### src/rtl/keypad_digit_entry_if.sv
// rtl/keypad_digit_entry_if.sv - keypad entry signals between the controller side and the entry block
interface keypad_digit_entry_if;
    logic [9:0] keypad;
    logic       entry_enable;
    logic       entry_clr;
    logic [3:0] minutes;
    logic [3:0] sec_tens;
    logic [3:0] sec_units;
    logic       loadn;
    logic       key_held;

    modport master (
        output keypad, entry_enable, entry_clr,
        input  minutes, sec_tens, sec_units, loadn, key_held
    );

    modport slave (
        input  keypad, entry_enable, entry_clr,
        output minutes, sec_tens, sec_units, loadn, key_held
    );
endinterface

### src/rtl/keypad_digit_entry.sv
// rtl/keypad_digit_entry.sv - debounced one-hot keypad to 3-digit BCD entry register with load strobe
module keypad_digit_entry #(
    parameter int DEBOUNCE_CYCLES = 4,
    parameter int CNT_W           = 3
) (
    input  logic                 clk,
    input  logic                 clearn,
    keypad_digit_entry_if.slave  kp
);
    typedef enum logic [1:0] {IDLE, PRESS_CHK, HELD, REL_CHK} state_t;

    localparam logic [CNT_W-1:0] CNT_ONE  = CNT_W'(1);
    localparam logic [CNT_W-1:0] CNT_LAST = CNT_W'(DEBOUNCE_CYCLES - 1);

    state_t           state_q;
    logic [CNT_W-1:0] cnt_q;
    logic [3:0]       cand_q;
    logic             key_held_q;

    logic [3:0] min_q,   min_d;
    logic [3:0] tens_q,  tens_d;
    logic [3:0] units_q, units_d;
    logic       loadn_q, loadn_d;

    logic [3:0] hot_cnt;
    logic [3:0] code;
    logic       code_valid;
    logic       accept;

    // Multi-hot and all-zero patterns both decode to "no key".
    always_comb begin
        hot_cnt = 4'd0;
        code    = 4'd0;
        for (int i = 0; i < 10; i++) begin
            if (kp.keypad[i]) begin
                hot_cnt = hot_cnt + 4'd1;
                code    = 4'(i);
            end
        end
        code_valid = (hot_cnt == 4'd1);
    end

    assign accept = (state_q == PRESS_CHK) && code_valid && (code == cand_q) && (cnt_q == CNT_LAST);

    always_ff @(posedge clk or negedge clearn) begin
        if (!clearn) begin
            state_q    <= IDLE;
            cnt_q      <= '0;
            cand_q     <= 4'd0;
            key_held_q <= 1'b0;
        end else begin
            case (state_q)
                IDLE: begin
                    if (code_valid) begin
                        cand_q  <= code;
                        cnt_q   <= CNT_ONE;
                        state_q <= PRESS_CHK;
                    end
                end
                PRESS_CHK: begin
                    if (!code_valid) begin
                        cnt_q   <= '0;
                        state_q <= IDLE;
                    end else if (code != cand_q) begin
                        cand_q <= code;
                        cnt_q  <= CNT_ONE;
                    end else if (accept) begin
                        cnt_q      <= '0;
                        key_held_q <= 1'b1;
                        state_q    <= HELD;
                    end else begin
                        cnt_q <= cnt_q + CNT_ONE;
                    end
                end
                HELD: begin
                    // Any key while held, even a different one, belongs to the same press.
                    if (!code_valid) begin
                        cnt_q   <= CNT_ONE;
                        state_q <= REL_CHK;
                    end
                end
                REL_CHK: begin
                    if (code_valid) begin
                        state_q <= HELD;
                    end else if (cnt_q == CNT_LAST) begin
                        cnt_q      <= '0;
                        key_held_q <= 1'b0;
                        state_q    <= IDLE;
                    end else begin
                        cnt_q <= cnt_q + CNT_ONE;
                    end
                end
                default: begin
                    state_q    <= IDLE;
                    cnt_q      <= '0;
                    key_held_q <= 1'b0;
                end
            endcase
        end
    end

    // Clear takes priority over a simultaneous accept; either yields one load pulse.
    always_comb begin
        min_d   = min_q;
        tens_d  = tens_q;
        units_d = units_q;
        loadn_d = 1'b1;
        if (kp.entry_clr) begin
            min_d   = 4'd0;
            tens_d  = 4'd0;
            units_d = 4'd0;
            loadn_d = 1'b0;
        end else if (accept && kp.entry_enable) begin
            min_d   = tens_q;
            tens_d  = units_q;
            units_d = code;
            loadn_d = 1'b0;
        end
    end

    always_ff @(posedge clk or negedge clearn) begin
        if (!clearn) begin
            min_q   <= 4'd0;
            tens_q  <= 4'd0;
            units_q <= 4'd0;
            loadn_q <= 1'b1;
        end else begin
            min_q   <= min_d;
            tens_q  <= tens_d;
            units_q <= units_d;
            loadn_q <= loadn_d;
        end
    end

    assign kp.minutes   = min_q;
    assign kp.sec_tens  = tens_q;
    assign kp.sec_units = units_q;
    assign kp.loadn     = loadn_q;
    assign kp.key_held  = key_held_q;
endmodule

### src/flat_wrapper.sv
// flat-port wrapper written by rule: the top's interface ports become plain ports
module keypad_digit_entry_flat 
#(
    parameter int DEBOUNCE_CYCLES = 4,
    parameter int CNT_W           = 3
)
  (clk, clearn, kp_keypad, kp_entry_enable, kp_entry_clr, kp_minutes, kp_sec_tens, kp_sec_units, kp_loadn, kp_key_held);
  keypad_digit_entry_if kp_i ();
  input  logic clk;
  input  logic clearn;
  input wire logic [$bits(kp_i.keypad)-1:0] kp_keypad;
  input wire logic [$bits(kp_i.entry_enable)-1:0] kp_entry_enable;
  input wire logic [$bits(kp_i.entry_clr)-1:0] kp_entry_clr;
  output wire logic [$bits(kp_i.minutes)-1:0] kp_minutes;
  output wire logic [$bits(kp_i.sec_tens)-1:0] kp_sec_tens;
  output wire logic [$bits(kp_i.sec_units)-1:0] kp_sec_units;
  output wire logic [$bits(kp_i.loadn)-1:0] kp_loadn;
  output wire logic [$bits(kp_i.key_held)-1:0] kp_key_held;
  assign kp_i.keypad = kp_keypad;
  assign kp_i.entry_enable = kp_entry_enable;
  assign kp_i.entry_clr = kp_entry_clr;
  assign kp_minutes = kp_i.minutes;
  assign kp_sec_tens = kp_i.sec_tens;
  assign kp_sec_units = kp_i.sec_units;
  assign kp_loadn = kp_i.loadn;
  assign kp_key_held = kp_i.key_held;
  keypad_digit_entry #(.DEBOUNCE_CYCLES(DEBOUNCE_CYCLES), .CNT_W(CNT_W)) u_core (.clk(clk), .clearn(clearn), .kp(kp_i));
endmodule
### config.mk
export PLATFORM = sky130hd
export DESIGN_NAME = keypad_digit_entry_flat
export DESIGN_NICKNAME = d
export VERILOG_FILES = /design/src/rtl/keypad_digit_entry_if.sv /design/src/rtl/keypad_digit_entry.sv /design/src/flat_wrapper.sv
export SDC_FILE = /design/constraint.sdc
export NUM_CORES = 1
export LEC_CHECK = 0
export CELL_PAD_IN_SITES_DETAIL_PLACEMENT = 0
export CELL_PAD_IN_SITES_GLOBAL_PLACEMENT = 1
export CORE_MARGIN = 2
export CORE_UTILIZATION = 30
export CTS_CLUSTER_SIZE = 28
export DETAILED_ROUTE_END_ITERATION = 8
export PLACE_DENSITY_LB_ADDON = 0.25
export SLEW_MARGIN = 20
export SYNTH_ARGS = -nofsm -noshare
export SYNTH_HDL_FRONTEND = slang
export SYNTH_SLANG_ARGS = --single-unit
### constraint.sdc
create_clock -name clk -period 3.3 [get_ports clk]
set_input_delay 0.66 -clock clk [delete_from_list [all_inputs] [get_ports clk]]
set_output_delay 0.66 -clock clk [all_outputs]
set_load 0.01 [all_outputs]
==> run_results.csv <==
group,metric,value,unit
floorplanning,dieArea,7680,um2
sta,tightest_slew,0.555,ns
run,maxCapViolations,0,
sta,whs,0.539,ns
clocking,clk_pin_slew,0.08,ns
drt,drc,0,
sta,max_freq,175,MHz
drt,drt_wl_total,4.93,mm
setup_path,end_kind,"register",
layout,n_fill_cell,675,
yosys,synth_area_per_cell,9.16,um2
setup_path,worstPathRequired,3.46,ns
pwr,p_per_area,556,nW/um2
setup_path,reg2reg_setup_slack,1.08,ns
layout,finalInstanceArea,3180,um2
yosys,ys_ff_latch,23,
setup_path,critPathLaunchType,"input pin",
place,dp_cells,390,
drt,met3_length,97,um
drt,drt_iter0_drc,78,
clocking,cts_root_buffer,"clkbuf_8",
yosys,synth_edf_count,0,
sta,setup_slack,-2.43,ns
floorplanning,die_width,87.6,um
sta,finalHoldViolations,0,
global_routing,grt_max_degree,24,
setup_path,r2r-start,"u_core.cand_q[2]$_DFFE_PN0P_",
setup_path,cp_slowest_stage_delay,0.33,ns
setup_path,setup.worst_path.end,"u_core.cand_q[3]$_DFFE_PN0P_",
sta,fin_crit_sh,174,%
floorplanning,ioPinCount,28,
layout,fin_cells,404,
clocking,insertion_delay,0.27,ns
global_routing,grt_pass1_wl,8.74,mm
pwr,ir_drop,0.206,mV
drt,antenna_left,0,
setup_path,cp_slowest_cell,"mux2_4",
yosys,synth.area.top_cells,"dfrtp_1 26%, mux2i_1 7.6%, ha_1 7.2%",
place,place_area,2940,um2
global_routing,grt-ovfl-total,0,
sta,slew-limit-headroom,63.0,%
setup_path,startpoint,"kp_keypad[1]",
yosys,ys.warnings.count,0,
layout,diodes,0,
yosys,syn-cell-area,2100,um2
pwr,p_leak,1.35,nW
place,io_buffers,27,
clocking,cts_sinks,23,
floorplanning,rows,30,
yosys,synth_ff_type,"dfrtp_1",
place,place_congestion,0.783,
setup_path,worstPathArrival,5.89,ns
outcome,violations,"negative setup slack",
clocking,cts_buffers,3,
drt,met2WireLength,2.43,mm
setup_path,reg2reg_depth,8,
layout,drive_above_1_share,38.0,%
drt,via_count,1879,
floorplanning,die_h,87.6,um
yosys,synth_top_area_share,26.2,%
sta,clock_skew,0.00628,ns
floorplanning,core,6790,um2
global_routing,grt_pass1_vias,1927,
place,place_hpwl,3.79,mm
yosys,yosysTopAreaCell,"dfrtp_1",
global_routing,grt_usage,14.0,%
yosys,syn_inst,229,
drt,met1_length,2.37,mm
sta,fin_tns_setup,-53.82,ns
clocking,cts.path.max_buffers,2,
yosys,yosysSeqAreaShare,27.5,%
layout,layout_common_cells,"55 x buf_4, 24 x clkdlybuf4s50_1, 22 x dfrtp_1",
layout,nNetsFinal,335,
setup_path,critPathKind,"input pin to register",
drt,highest_layer,"met4",
setup_path,r2r-end,"u_core.kp.minutes[3]$_DFFE_PN0N_",
layout,final_common_cell,"buf_4",
sta,rsz0062_at_grt,"yes",
setup_path,critPathMostFrequentCell,"ha_4",
sta,setup-violations-final,23,
setup_path,crit_fanout,4,
clocking,cts_tree,"done",
yosys,postSynth.asyncResetShare,100,%
yosys,syn-num-nets,255,
floorplanning,start_util,30.9,%
drt,via_per_inst,4.65,
layout,synthToLayoutAreaGrowth,51.8,%
worst_hold_path,hp-class,"register to register",
clocking,cts.htree.levels,1,
outcome,status,"finished, violations left",
drt,wl_per_cell,12.2,um
global_routing,antenna_found_initial,0,
yosys,yosysUniqueCellTypes,56,
drt,drt_first_pass_iters,4,
sta,min_period,5.73,ns
sta,drv_slew,0,
[what timing repair did]
action | 4_1_cts | 5_1_grt
hold endpoints to repair | 0 | 0
hold buffers | 0 | 0
setup endpoints to repair | 23 | 23
cloned | 1 | 0
resized for setup | 37 | 13
pin swaps | 21 | 18
setup buffers | 15 | 3
[cells in the mapped netlist (all sizes together), types with 2 or more instances]
cell type  instances
o22ai              2
o21ai              6
dfrtp             22
a31oi              3
xnor2             11
a32oi              2
xor2               6
xnor3              2
or2                3
a211oi             3
o2bb2ai            2
nor3               5
a22o               2
nand3              7
and2               3
or3                2
a21oi              5
a21o               2
clkbuf             5
nor4               6
nand2b            17
mux2               7
o211ai             2
mux2i             16
o31ai              2
buf                7
nand2             18
inv               14
ha                12
nor2              17
[power breakdown]
part           internal (mW)  leakage (nW)  switching, mW  total [mW]
clock                 0.0844        0.0255         0.0921       0.176
sequential             0.325         0.299         0.0826       0.408
combinational          0.674          1.03          0.511        1.19
total                   1.08          1.35          0.686        1.77
[worst min path at each step]
| stage | from | cells past startpoint | slack [ns] | endpoint |
|---|---|---|---|---|
| finish | u_core.kp.minutes[0]$_DFFE_PN0N_ | 2 | 0.54 | u_core.kp.minutes[0]$_DFFE_PN0N_ |
| CTS | u_core.kp.minutes[0]$_DFFE_PN0N_ | 2 | 0.55 | u_core.kp.minutes[0]$_DFFE_PN0N_ |
| global route | u_core.kp.minutes[3]$_DFFE_PN0N_ | 2 | 0.56 | u_core.kp.minutes[3]$_DFFE_PN0N_ |
| detailed placement | u_core.kp.key_held$_DFFE_PN0P_ | 1 | 0.50 | u_core.kp.key_held$_DFFE_PN0P_ |
| floorplan | clearn | 0 | 0.36 | async pin |
| global placement | u_core.kp.key_held$_DFFE_PN0P_ | 1 | 0.51 | u_core.kp.key_held$_DFFE_PN0P_ |
[flip-flops by register name, indices dropped and copies added (netlist names), named ones only]
signal / flops
u_core.cand_q: 4
u_core.kp.minutes: 4
u_core.kp.sec_tens: 4
u_core.kp.sec_units: 4
u_core.cnt_q: 3
u_core.kp.key_held: 1
u_core.kp.loadn: 1
u_core.state_q: 1
[cells by family after synthesis]
family,Yosys count,share of synthesized area [%]
adders and majority gates,12,7.16
xor gates and xnor gates,20,10.9
DFF,23,27.5
AOI/OAI and AO/OA,38,13.0
and+or+nand+nor,86,22.8
muxes,24,12.5
buffers and inverters,26,6.20
[cell type report]
cell class              instances  area (um2)  area share (%)
multi-input cells             180        1620            50.7
clock inverters                 1        5.00           0.157
inverters                      14        67.6            2.12
repair buffers                 87         758            23.8
well taps                      96         120            3.77
clock buffers                   3        41.3            1.30
flip-flops and latches         23         577            18.1
[metal layers]
layer  vias to the layer above  GRT usage (%)
met2                        21           24.2
met3                         4           2.17
met1                       881           18.5
met5                         -              0
met4                         0           2.94
li1                        973              -
[worst max-delay path, delay by kind of cell]
kind            cells  cell delay (ns)
fa+ha+maj           8             2.03
compound gates      9             1.39
mux                 3             0.87
simple gates        5             0.40
buf+inv             5             0.36
xor+xnor            1             0.15
[per-stage QoR]
step,util (%),power (mW),setup WS [ns]
final,46.9,1.77,-2.43
after floorplan,-,1.12,-2.67
after detailed placement,43.2,1.41,-3.29
after CTS,47.3,1.84,-2.53
after global placement,43.2,1.41,-3.21
after global routing,46.9,1.93,-2.68
Note: power is estimated with default switching activity, not from simulation.
